--- src/rtl/udma_lin_ch_mux_if.sv ---
// Beat-side (peripheral RX channels) and L2 write-side handshake bundle of the linear RX engine.
// master = engine; slave = peripherals plus L2 memory.
interface udma_lin_ch_mux_if #(
    parameter int N_CH   = 4,
    parameter int ADDR_W = 32,
    parameter int DATA_W = 32,
    parameter int ID_W   = 2
);
    logic [N_CH-1:0]        ch_valid_i;
    logic [N_CH*DATA_W-1:0] ch_data_i;
    logic [N_CH*2-1:0]      ch_datasize_i;
    logic [N_CH-1:0]        ch_ready_o;
    logic                   l2_req_o;
    logic                   l2_gnt_i;
    logic [ADDR_W-1:0]      l2_addr_o;
    logic [DATA_W-1:0]      l2_data_o;
    logic [1:0]             l2_datasize_o;
    logic [ID_W-1:0]        l2_id_o;

    modport master (
        input  ch_valid_i, ch_data_i, ch_datasize_i, l2_gnt_i,
        output ch_ready_o, l2_req_o, l2_addr_o, l2_data_o, l2_datasize_o, l2_id_o
    );

    modport slave (
        output ch_valid_i, ch_data_i, ch_datasize_i, l2_gnt_i,
        input  ch_ready_o, l2_req_o, l2_addr_o, l2_data_o, l2_datasize_o, l2_id_o
    );
endinterface

--- src/rtl/udma_lin_ch_mux.sv ---
// N-channel linear RX address engine with one-deep shadow re-arm, round-robin onto one registered L2 write port.
// Latency 1 from beat acceptance to l2_req_o; beats are accepted only while the output register is empty or draining.
module udma_lin_ch_mux #(
    parameter int N_CH    = 4,
    parameter int ADDR_W  = 32,
    parameter int TRANS_W = 20,
    parameter int DATA_W  = 32,
    parameter int ID_W    = (N_CH > 1) ? $clog2(N_CH) : 1
) (
    input  logic                    clk_i,
    input  logic                    rstn_i,
    input  logic [N_CH*ADDR_W-1:0]  cfg_startaddr_i,
    input  logic [N_CH*TRANS_W-1:0] cfg_size_i,
    input  logic [N_CH-1:0]         cfg_continuous_i,
    input  logic [N_CH-1:0]         cfg_en_i,
    input  logic [N_CH-1:0]         cfg_clr_i,
    output logic [N_CH-1:0]         en_o,
    output logic [N_CH-1:0]         pending_o,
    output logic [N_CH*ADDR_W-1:0]  curr_addr_o,
    output logic [N_CH*TRANS_W-1:0] bytes_left_o,
    output logic [N_CH-1:0]         events_o,
    udma_lin_ch_mux_if.master       dma
);
    typedef struct packed {
        logic [ADDR_W-1:0] addr;
        logic [DATA_W-1:0] data;
        logic [1:0]        size;
        logic [ID_W-1:0]   id;
    } l2_beat_t;

    logic [ADDR_W-1:0] curr_addr [N_CH];
    logic [N_CH-1:0]   cand;
    logic [N_CH-1:0]   grant;
    logic [ID_W-1:0]   gnt_idx;
    logic [ID_W-1:0]   rr_ptr;
    logic              gnt_any;
    logic              out_free;
    logic              req_q;
    l2_beat_t          out_q;

    always_comb begin
        int idx;
        idx      = 0;
        out_free = !req_q || dma.l2_gnt_i;
        cand     = dma.ch_valid_i & en_o & ~cfg_clr_i;
        grant    = '0;
        gnt_idx  = '0;
        gnt_any  = 1'b0;
        if (out_free) begin
            for (int k = 0; k < N_CH; k++) begin
                idx = int'(rr_ptr) + k;
                if (idx >= N_CH) idx = idx - N_CH;
                if (!gnt_any && cand[idx]) begin
                    gnt_any    = 1'b1;
                    gnt_idx    = ID_W'(idx);
                    grant[idx] = 1'b1;
                end
            end
        end
    end

    always_ff @(posedge clk_i or negedge rstn_i) begin
        if (!rstn_i) begin
            req_q  <= 1'b0;
            out_q  <= '0;
            rr_ptr <= '0;
        end else if (gnt_any) begin
            req_q      <= 1'b1;
            out_q.addr <= curr_addr[gnt_idx];
            out_q.data <= dma.ch_data_i[gnt_idx*DATA_W +: DATA_W];
            // 2'b11 is carried downstream as a word beat
            out_q.size <= (dma.ch_datasize_i[gnt_idx*2 +: 2] == 2'b11) ? 2'b10
                                                                       : dma.ch_datasize_i[gnt_idx*2 +: 2];
            out_q.id   <= gnt_idx;
            rr_ptr     <= (int'(gnt_idx) == N_CH - 1) ? '0 : gnt_idx + 1'b1;
        end else if (dma.l2_gnt_i) begin
            req_q <= 1'b0;
        end
    end

    assign dma.ch_ready_o    = grant;
    assign dma.l2_req_o      = req_q;
    assign dma.l2_addr_o     = out_q.addr;
    assign dma.l2_data_o     = out_q.data;
    assign dma.l2_datasize_o = out_q.size;
    assign dma.l2_id_o       = out_q.id;

    for (genvar g = 0; g < N_CH; g++) begin : g_ch
        logic [ADDR_W-1:0]  cfg_addr;
        logic [ADDR_W-1:0]  addr_q;
        logic [ADDR_W-1:0]  sh_addr;
        logic [TRANS_W-1:0] cfg_size;
        logic [TRANS_W-1:0] left_q;
        logic [TRANS_W-1:0] sh_size;
        logic [2:0]         bs;
        logic               active_q, pend_q, cont_q, sh_cont, evt_q;
        logic               load_req, last;

        assign cfg_addr = cfg_startaddr_i[g*ADDR_W +: ADDR_W];
        assign cfg_size = cfg_size_i[g*TRANS_W +: TRANS_W];
        assign bs       = (dma.ch_datasize_i[g*2 +: 2] == 2'b00) ? 3'd1 :
                          (dma.ch_datasize_i[g*2 +: 2] == 2'b01) ? 3'd2 : 3'd4;
        assign load_req = cfg_en_i[g] && (cfg_size != '0);
        assign last     = grant[g] && (left_q <= TRANS_W'(bs));

        always_ff @(posedge clk_i or negedge rstn_i) begin
            if (!rstn_i) begin
                active_q <= 1'b0;
                pend_q   <= 1'b0;
                cont_q   <= 1'b0;
                evt_q    <= 1'b0;
                addr_q   <= '0;
                left_q   <= '0;
                sh_addr  <= '0;
                sh_size  <= '0;
                sh_cont  <= 1'b0;
            end else begin
                evt_q <= last;
                if (cfg_clr_i[g]) begin
                    active_q <= 1'b0;
                    pend_q   <= 1'b0;
                    left_q   <= '0;
                end else if (!active_q) begin
                    if (load_req) begin
                        active_q <= 1'b1;
                        addr_q   <= cfg_addr;
                        left_q   <= cfg_size;
                        cont_q   <= cfg_continuous_i[g];
                    end
                end else if (last) begin
                    // Reload order: queued shadow, then a config arriving this cycle, then auto-reload.
                    if (pend_q) begin
                        addr_q <= sh_addr;
                        left_q <= sh_size;
                        cont_q <= sh_cont;
                        pend_q <= load_req;
                    end else if (load_req) begin
                        addr_q <= cfg_addr;
                        left_q <= cfg_size;
                        cont_q <= cfg_continuous_i[g];
                    end else if (cont_q) begin
                        addr_q <= cfg_addr;
                        left_q <= cfg_size;
                    end else begin
                        active_q <= 1'b0;
                        addr_q   <= addr_q + ADDR_W'(bs);
                        left_q   <= '0;
                    end
                    if (load_req) begin
                        sh_addr <= cfg_addr;
                        sh_size <= cfg_size;
                        sh_cont <= cfg_continuous_i[g];
                    end
                end else begin
                    if (grant[g]) begin
                        addr_q <= addr_q + ADDR_W'(bs);
                        left_q <= left_q - TRANS_W'(bs);
                    end
                    if (load_req) begin
                        sh_addr <= cfg_addr;
                        sh_size <= cfg_size;
                        sh_cont <= cfg_continuous_i[g];
                        pend_q  <= 1'b1;
                    end
                end
            end
        end

        assign curr_addr[g]                      = addr_q;
        assign en_o[g]                           = active_q;
        assign pending_o[g]                      = pend_q;
        assign events_o[g]                       = evt_q;
        assign curr_addr_o[g*ADDR_W +: ADDR_W]   = addr_q;
        assign bytes_left_o[g*TRANS_W +: TRANS_W] = left_q;
    end
endmodule

--- src/flat_wrapper.sv ---
// flat-port wrapper written by rule: the top's interface ports become plain ports
module udma_lin_ch_mux_flat 
#(
    parameter int N_CH    = 4,
    parameter int ADDR_W  = 32,
    parameter int TRANS_W = 20,
    parameter int DATA_W  = 32,
    parameter int ID_W    = (N_CH > 1) ? $clog2(N_CH) : 1
)
  (clk_i, rstn_i, cfg_startaddr_i, cfg_size_i, cfg_continuous_i, cfg_en_i, cfg_clr_i, en_o, pending_o, curr_addr_o, bytes_left_o, events_o, dma_ch_valid_i, dma_ch_data_i, dma_ch_datasize_i, dma_l2_gnt_i, dma_ch_ready_o, dma_l2_req_o, dma_l2_addr_o, dma_l2_data_o, dma_l2_datasize_o, dma_l2_id_o);
  udma_lin_ch_mux_if #(.N_CH(N_CH), .ADDR_W(ADDR_W), .DATA_W(DATA_W), .ID_W(ID_W)) dma_i ();
  input  logic clk_i;
  input  logic rstn_i;
  input  logic [N_CH*ADDR_W-1:0] cfg_startaddr_i;
  input  logic [N_CH*TRANS_W-1:0] cfg_size_i;
  input  logic [N_CH-1:0] cfg_continuous_i;
  input  logic [N_CH-1:0] cfg_en_i;
  input  logic [N_CH-1:0] cfg_clr_i;
  output logic [N_CH-1:0] en_o;
  output logic [N_CH-1:0] pending_o;
  output logic [N_CH*ADDR_W-1:0] curr_addr_o;
  output logic [N_CH*TRANS_W-1:0] bytes_left_o;
  output logic [N_CH-1:0] events_o;
  input wire logic [$bits(dma_i.ch_valid_i)-1:0] dma_ch_valid_i;
  input wire logic [$bits(dma_i.ch_data_i)-1:0] dma_ch_data_i;
  input wire logic [$bits(dma_i.ch_datasize_i)-1:0] dma_ch_datasize_i;
  input wire logic [$bits(dma_i.l2_gnt_i)-1:0] dma_l2_gnt_i;
  output wire logic [$bits(dma_i.ch_ready_o)-1:0] dma_ch_ready_o;
  output wire logic [$bits(dma_i.l2_req_o)-1:0] dma_l2_req_o;
  output wire logic [$bits(dma_i.l2_addr_o)-1:0] dma_l2_addr_o;
  output wire logic [$bits(dma_i.l2_data_o)-1:0] dma_l2_data_o;
  output wire logic [$bits(dma_i.l2_datasize_o)-1:0] dma_l2_datasize_o;
  output wire logic [$bits(dma_i.l2_id_o)-1:0] dma_l2_id_o;
  assign dma_i.ch_valid_i = dma_ch_valid_i;
  assign dma_i.ch_data_i = dma_ch_data_i;
  assign dma_i.ch_datasize_i = dma_ch_datasize_i;
  assign dma_i.l2_gnt_i = dma_l2_gnt_i;
  assign dma_ch_ready_o = dma_i.ch_ready_o;
  assign dma_l2_req_o = dma_i.l2_req_o;
  assign dma_l2_addr_o = dma_i.l2_addr_o;
  assign dma_l2_data_o = dma_i.l2_data_o;
  assign dma_l2_datasize_o = dma_i.l2_datasize_o;
  assign dma_l2_id_o = dma_i.l2_id_o;
  udma_lin_ch_mux #(.N_CH(N_CH), .ADDR_W(ADDR_W), .TRANS_W(TRANS_W), .DATA_W(DATA_W), .ID_W(ID_W)) u_core (.clk_i(clk_i), .rstn_i(rstn_i), .cfg_startaddr_i(cfg_startaddr_i), .cfg_size_i(cfg_size_i), .cfg_continuous_i(cfg_continuous_i), .cfg_en_i(cfg_en_i), .cfg_clr_i(cfg_clr_i), .en_o(en_o), .pending_o(pending_o), .curr_addr_o(curr_addr_o), .bytes_left_o(bytes_left_o), .events_o(events_o), .dma(dma_i));
endmodule
--- config.mk ---
export PLATFORM = sky130hd
export DESIGN_NAME = udma_lin_ch_mux_flat
export DESIGN_NICKNAME = d
export VERILOG_FILES = /design/src/rtl/udma_lin_ch_mux_if.sv /design/src/rtl/udma_lin_ch_mux.sv /design/src/flat_wrapper.sv
export SDC_FILE = /design/constraint.sdc
export NUM_CORES = 2
export LEC_CHECK = 0
export BUFFER_PORTS_ARGS = -buffer_cell sky130_fd_sc_hd__buf_2
export CORE_MARGIN = 1.5
export CORE_UTILIZATION = 30
export DETAILED_ROUTE_END_ITERATION = 10
export PLACE_DENSITY = 0.6
export REMOVE_ABC_BUFFERS = 1
export SYNTH_ARGS = -nofsm -noshare
export SYNTH_HDL_FRONTEND = slang
export SYNTH_SLANG_ARGS = --single-unit
--- constraint.sdc ---
create_clock -name clk_i -period 10.25 [get_ports clk_i]
set_clock_uncertainty 0.15 [all_clocks]
set_input_delay 0.5125 -clock clk_i [delete_from_list [all_inputs] [get_ports clk_i]]
set_output_delay 0.5125 -clock clk_i [all_outputs]
set_load 0.03 [all_outputs]
Word level (Yosys, flattened, before mapping)
Cells that the tools add are included.
Widths: inputs -> output; s select.
{"block": "op_classes", "mux": 188, "reduce_logical": 65, "bitwise_logic": 11, "shifts": 2, "n_eq_ne": 18, "addsub": 16, "n_lt_le_gt_ge": 17}
{"cell": "$mux 32", "n": 38}
{"cell": "$mux 20", "n": 32}
{"cell": "$add 32x3->32", "n": 4}
{"cell": "$ge 32x1->1 const B", "n": 4}
{"cell": "$lt 32x4->1 const B", "n": 4}
{"cell": "$shiftx 128x8->32", "n": 1}
{"cell": "$ge 32x4->1 const B", "n": 3}
{"cell": "$sub 32x4->32 const B", "n": 3}
{"cell": "$mux 1", "n": 86}
{"cell": "$le 20x3->1", "n": 4}
{"cell": "$reduce_bool 20->1", "n": 4}
{"cell": "$sub 20x3->20", "n": 4}
{"cell": "$bmux 32 s2", "n": 1}
{"cell": "$mux 4", "n": 8}
{"cell": "$mux 3", "n": 8}
{"cell": "$reduce_and 2->1", "n": 12}
{"cell": "$reduce_and 3->1", "n": 8}
{"cell": "$reduce_bool 3->1", "n": 8}
{"cell": "$reduce_bool 2->1", "n": 9}
{"cell": "$ne 4x3->1 const B", "n": 4}
{"cell": "$logic_and 1x1->1", "n": 15}
{"cell": "$mux 2", "n": 7}
{"cell": "$ne 3x2->1 const B", "n": 4}
{"cell": "$or 4x4->4", "n": 3}
{"cell": "19 further kinds", "n": 43}
{"block": "word_totals", "output_inout_bits": 293, "register_bits": 507, "in_bits": 363, "elab_cells": 359}

Depth between registers and ports, before layout
{"block": "depth", "ltp_word": 24, "ltp_mapped": 15, "mapped_depth_nobuf": 12}

Least setup slack after synthesis
Ideal clock, no wire load.
{"block": "synth_path", "kind": "reg-to-reg", "start": "reg u_core.rr_ptr[0]", "end": "reg u_core.g_ch[2].left_q[13]", "required_ps": 9974, "setup_ps": 126, "arrival_ps": 3727, "path_buffers": 3, "synth_period_minus_slack_ps": 4003, "setup_slack_ps": 6247, "stages_incl_launch_ff": 14, "path_cell_list": "dfrtp_1 > inv_1 > clkbuf_1 > ha_1 > buf_2 > inv_1 > mux4_2 > and2_1 > o31a_1 > o211a_4 > a21o_4 > and2_4 > buf_6 > a221o_1"}
{"block": "synth_via", "elab_chain_len": 24, "word_cells_on_any_way": 80, "classes_between": "add/sub (7); order compare (12); eq/ne (1); mux (45); bitwise (3); reduce/logical (12)"}
{"item": "start, declared", "line_no": "udma_lin_ch_mux.sv:35", "rtl": "logic [ID_W-1:0] rr_ptr;"}
{"item": "start signal, assigned", "line_no": "udma_lin_ch_mux.sv:75", "rtl": "rr_ptr <= (int'(gnt_idx) == N_CH - 1) ? '0 : gnt_idx + 1'b1;"}
{"item": "parallel branches: the longest is 18 deep, another holds $sub 32x4->32"}
{"item": "$mux 4 (*)", "line_no": "udma_lin_ch_mux.sv:53", "rtl": "if (!gnt_any && cand[idx]) begin"}
{"item": "$mux 4 (*)", "line_no": "udma_lin_ch_mux.sv:49", "rtl": "if (out_free) begin"}
{"item": "$logic_and 1x1->1", "line_no": "udma_lin_ch_mux.sv:104", "rtl": "assign last = grant[g] && (left_q <= TRANS_W'(bs));"}
{"item": "$mux 20", "line_no": "udma_lin_ch_mux.sv:130", "rtl": "end else if (last) begin"}
{"item": "$mux 20", "line_no": "udma_lin_ch_mux.sv:123", "rtl": "end else if (!active_q) begin"}
{"item": "$mux 20", "line_no": "udma_lin_ch_mux.sv:119", "rtl": "if (cfg_clr_i[g]) begin"}
{"item": "end signal, assigned", "line_no": "udma_lin_ch_mux.sv:127", "rtl": "left_q <= cfg_size;"}
{"item": "end signal, assigned", "line_no": "udma_lin_ch_mux.sv:134", "rtl": "left_q <= sh_size;"}
{"item": "end signal, assigned", "line_no": "udma_lin_ch_mux.sv:139", "rtl": "left_q <= cfg_size;"}
{"item": "end, declared", "line_no": "udma_lin_ch_mux.sv:93", "rtl": "logic [TRANS_W-1:0] left_q;"}
Every way passes the cells marked *. The select of a mux whose other input is x is not followed.
A chain may end at the register's enable or synchronous reset.

Worst setup path after layout
{"block": "layout_path", "start": "reg u_core.rr_ptr[0]", "end": "reg u_core.out_q, in the netlist u_core.dma.l2_data_o[23]"}
{"block": "layout_via", "elab_chain_len": 21, "word_cells_on_any_way": 51, "classes_between": "add/sub (7); order compare (4); shift (1); mux (33); reduce/logical (6)"}
{"item": "parallel branches: the longest is 21 deep, another holds $sub 32x4->32"}
{"item": "end, declared", "line_no": "udma_lin_ch_mux.sv:39", "rtl": "l2_beat_t out_q;"}
Parallel ways; which one is timed is not known. The select of a mux whose other input is x is not followed.

==> run summary <==
multiplexer share of the synthesized area: 11.2%
Core Area: 0.106 mm^2
Reg clk slew, reported paths: 60 ps
antenna viol nets, final: 0
total wire length: 141000 um
CTS Buf Count: 68
port buffer count: 655
vias per inst: 5.62
vias in the first global route: 30.9k
Peak Freq: 0.153 GHz
initial core utilization: 30.4%
CTS max path bufs: 3
simple logic cell fraction of the synthesized area: 18.6%
clk root buf: clkbuf_16
Sum Neg Setup Slack: 0 ps
DP HPWL: 99200 um
final setup fails: 0
Total GRT Usage: 24.8%
Die Height: 330 um
CTS sink cnt: 507
Seq/Total Area, Yosys: 39.6%
Crit. End Element: register
max-slew violations: 0
placer congestion estimate: 0.867
critical path type: reg2reg
Row Count: 119
Critical Path RT: 10620 ps
nets@finish: 4775
critical path launch point: u_core.rr_ptr[0]
Rel. slew slack: 20.3%
routed vias: 32.8k
largest net degree at the start of global routing: 159
first-pass GRT wire length: 206000 um
min-delay worst type: in2reg
Layout fillers: 10.7k
initial antenna violation count: 19
Synth cell types: 81
die area: 0.109 mm^2
routed length per instance: 24.1 um
initial drt markers: 3050
Die Width: 330 um
Ports: 656
LEAKAGE: 17.6 nW
Final Cycle Share: 63.6%
Synth Flop Type: dfrtp_1
hold path start: cfg_size_i[56]
DRC: 0
Synth Warn #: 0
status: complete, no violations
slew at the pin closest to its max-slew limit: 1180 ps
CP Data Arrival Time: 6890 ps
Synth Instances: 3666
crit start category: register
PwrDens: 278 mW/mm^2
area delta synth->final: 27.9%
EDFF count, synth: 0
total of max-cap violations: 0
clk_lat worst skew: 640 ps
hold slack: 26.2 ps
Final Hold Fails: 0
reg-to-reg critical path startpoint: u_core.rr_ptr[0]
RSZ-0062 raised after global routing: no
synthesized area: 0.0321 mm^2
layout cells sized above 1: 26.1%
Worst Path Max Fanout: 69
main combinational cell family by area after synthesis: compound AO/OA/AOI/OAI gates
CTS tree: done
minimum clock period: 6520 ps
H-tree Lvls: 3
Avg Inst Size Synth: 8.74 um^2
DRT Pass-1 Iters: 7
global route overflow: 0
XOR/XNOR Fraction of Synth Area: 3.69%
compound-cell area share of the yosys netlist: 20.9%
Synth Register Bits: 507
Synth async-reset ratio: 100%
Synth Area in Adders: 1.47%
Worst VDD drop: 0.127 mV
[power by group]
group | total, mW | switching (mW) | internal (mW)
Sequential | 3.55 | 0.900 | 2.65
Combinational | 5.38 | 3.50 | 1.88
Clock | 2.48 | 0.995 | 1.48
[worst max-delay path: stages (launching register included)]
cell and delay (ps):
dfrtp_1 790, inv_1 470, ha_1 550, inv_1 270, mux4_2 630, o31ai_1 470
o31a_2 210, buf_4 760, buf_4 730, mux2_2 420, o22ai_1 130, a31oi_1 70
dlygate4sd3_1 610
[registers in the layout (all words and copies together), names as in the netlist]
signal / cells
u_core.rr_ptr: 2
u_core.g_ch.evt_q: 4
u_core.g_ch.sh_addr: 128
u_core.g_ch.active_q: 4
u_core.dma.l2_id_o: 2
u_core.g_ch.sh_cont: 4
u_core.g_ch.addr_q: 128
u_core.dma.l2_datasize_o: 2
u_core.g_ch.pend_q: 4
u_core.g_ch.left_q: 80
u_core.dma.l2_data_o: 32
u_core.dma.l2_addr_o: 32
u_core.g_ch.cont_q: 4
u_core.dma.l2_req_o: 1
u_core.g_ch.sh_size: 80
[synth_stat cells, types with 34 or more instances]
cell / number / area, um^2
a211oi_1: 40 / 300
a21oi_1: 116 / 581
a22oi_1: 79 / 593
a31oi_1: 100 / 626
buf_2: 34 / 170
clkbuf_1: 221 / 830
dfrtp_1: 507 / 12700
inv_1: 58 / 218
mux2_2: 282 / 3180
mux2i_1: 34 / 340
nand2_1: 522 / 1960
nand3_1: 68 / 340
nor2_1: 253 / 950
nor2b_1: 46 / 288
nor3_1: 154 / 771
nor4_1: 63 / 394
o21ai_0: 329 / 1650
o221ai_1: 46 / 403
o22ai_1: 83 / 519
o31ai_1: 43 / 323
xnor2_1: 75 / 657
xor2_1: 60 / 526
[layer usage]
metal / vias to the layer above / wire (um) / global-route usage [%]
li1: 14899 / - / -
met1: 16297 / 60900 / 34.3
met2: 1397 / 64000 / 38.3
met3: 219 / 12000 / 5.92
met4: 12 / 3810 / 7.48
met5: - / 71 / 0
[final timing paths]
kind | endpoint | cells after the start | slack, ps
setup / recovery | u_core.dma.l2_data_o[23] | 12 | 3730
min in group asynchronous | u_core.g_ch[2].sh_size[5] | 2 | 380
setup reg to reg | u_core.dma.l2_data_o[23] | 12 | 3730
hold reg to reg | u_core.dma.l2_id_o[0] | 1 | 320
hold / removal | u_core.g_ch[2].sh_size[16] | 2 | 30
max in group asynchronous | u_core.dma.l2_data_o[9] | 4 | 7290
[cell families (layout without fill, tap and decap cells)]
group | Yosys count | in the layout
other | 0 | 13
adders and majority gates | 34 | 34
AOI/OAI and AO/OA | 1033 | 1033
and+or+nand+nor | 1287 | 1287
muxes | 320 | 320
DFF | 507 | 507
xor gates and xnor gates | 135 | 135
buffers and inverters | 350 | 1116
[through the flow]
step / cell area (um^2) / setup slack, ps / std cells / util, % / power [mW]
after CTS: 41000 / 3880 / 5823 / 38.8 / 11.4
after global placement: 36500 / 4500 / 5482 / 34.6 / 8.62
after detailed placement: 36500 / 4440 / 5482 / 34.6 / 8.67
after floorplan: 30900 / 2490 / 3378 / - / 6.54
final: 41000 / 3730 / 5836 / 38.8 / 11.4
after global routing: 41000 / 3450 / 5831 / 38.8 / 12.0
[final cells by class]
| class | count | area (um^2) | area share, % |
|---|---|---|---|
| Tap cell | 1391 | 1740 | 4.24 |
| Inverter | 62 | 233 | 0.567 |
| Clock buffer | 96 | 2000 | 4.88 |
| Timing Repair Buffer | 936 | 5980 | 14.6 |
| Antenna cell | 13 | 32.5 | 0.0793 |
| Sequential cell | 507 | 12700 | 31.0 |
| Multi-Input combinational cell | 2809 | 18100 | 44.1 |
| Clock inverter | 22 | 249 | 0.607 |
[repair_timing]
item	in CTS	in global routing
endpoints found under the setup margin	0	0
resized for setup	0	0
hold endpoints to repair	296	0
setup buffers	0	0
hold buffers	223	0
[cell usage in the layout (no fill, tap or decap), types with 56 or more instances in the layout]
master and instances:
o21ai_0 327, nor2_1 251, nor3_1 153, xor2_1 60, nand2_1 521, a22oi_1 79
buf_4 56, nand3_1 67, dfrtp_1 499, o22ai_1 83, inv_1 58, dlygate4sd3_1 223
mux2_2 282, clkbuf_16 71, a21oi_1 114, a31oi_1 99, xnor2_1 75, nor4_1 63
buf_2 654
Note: power is estimated with default switching activity, not from simulation.
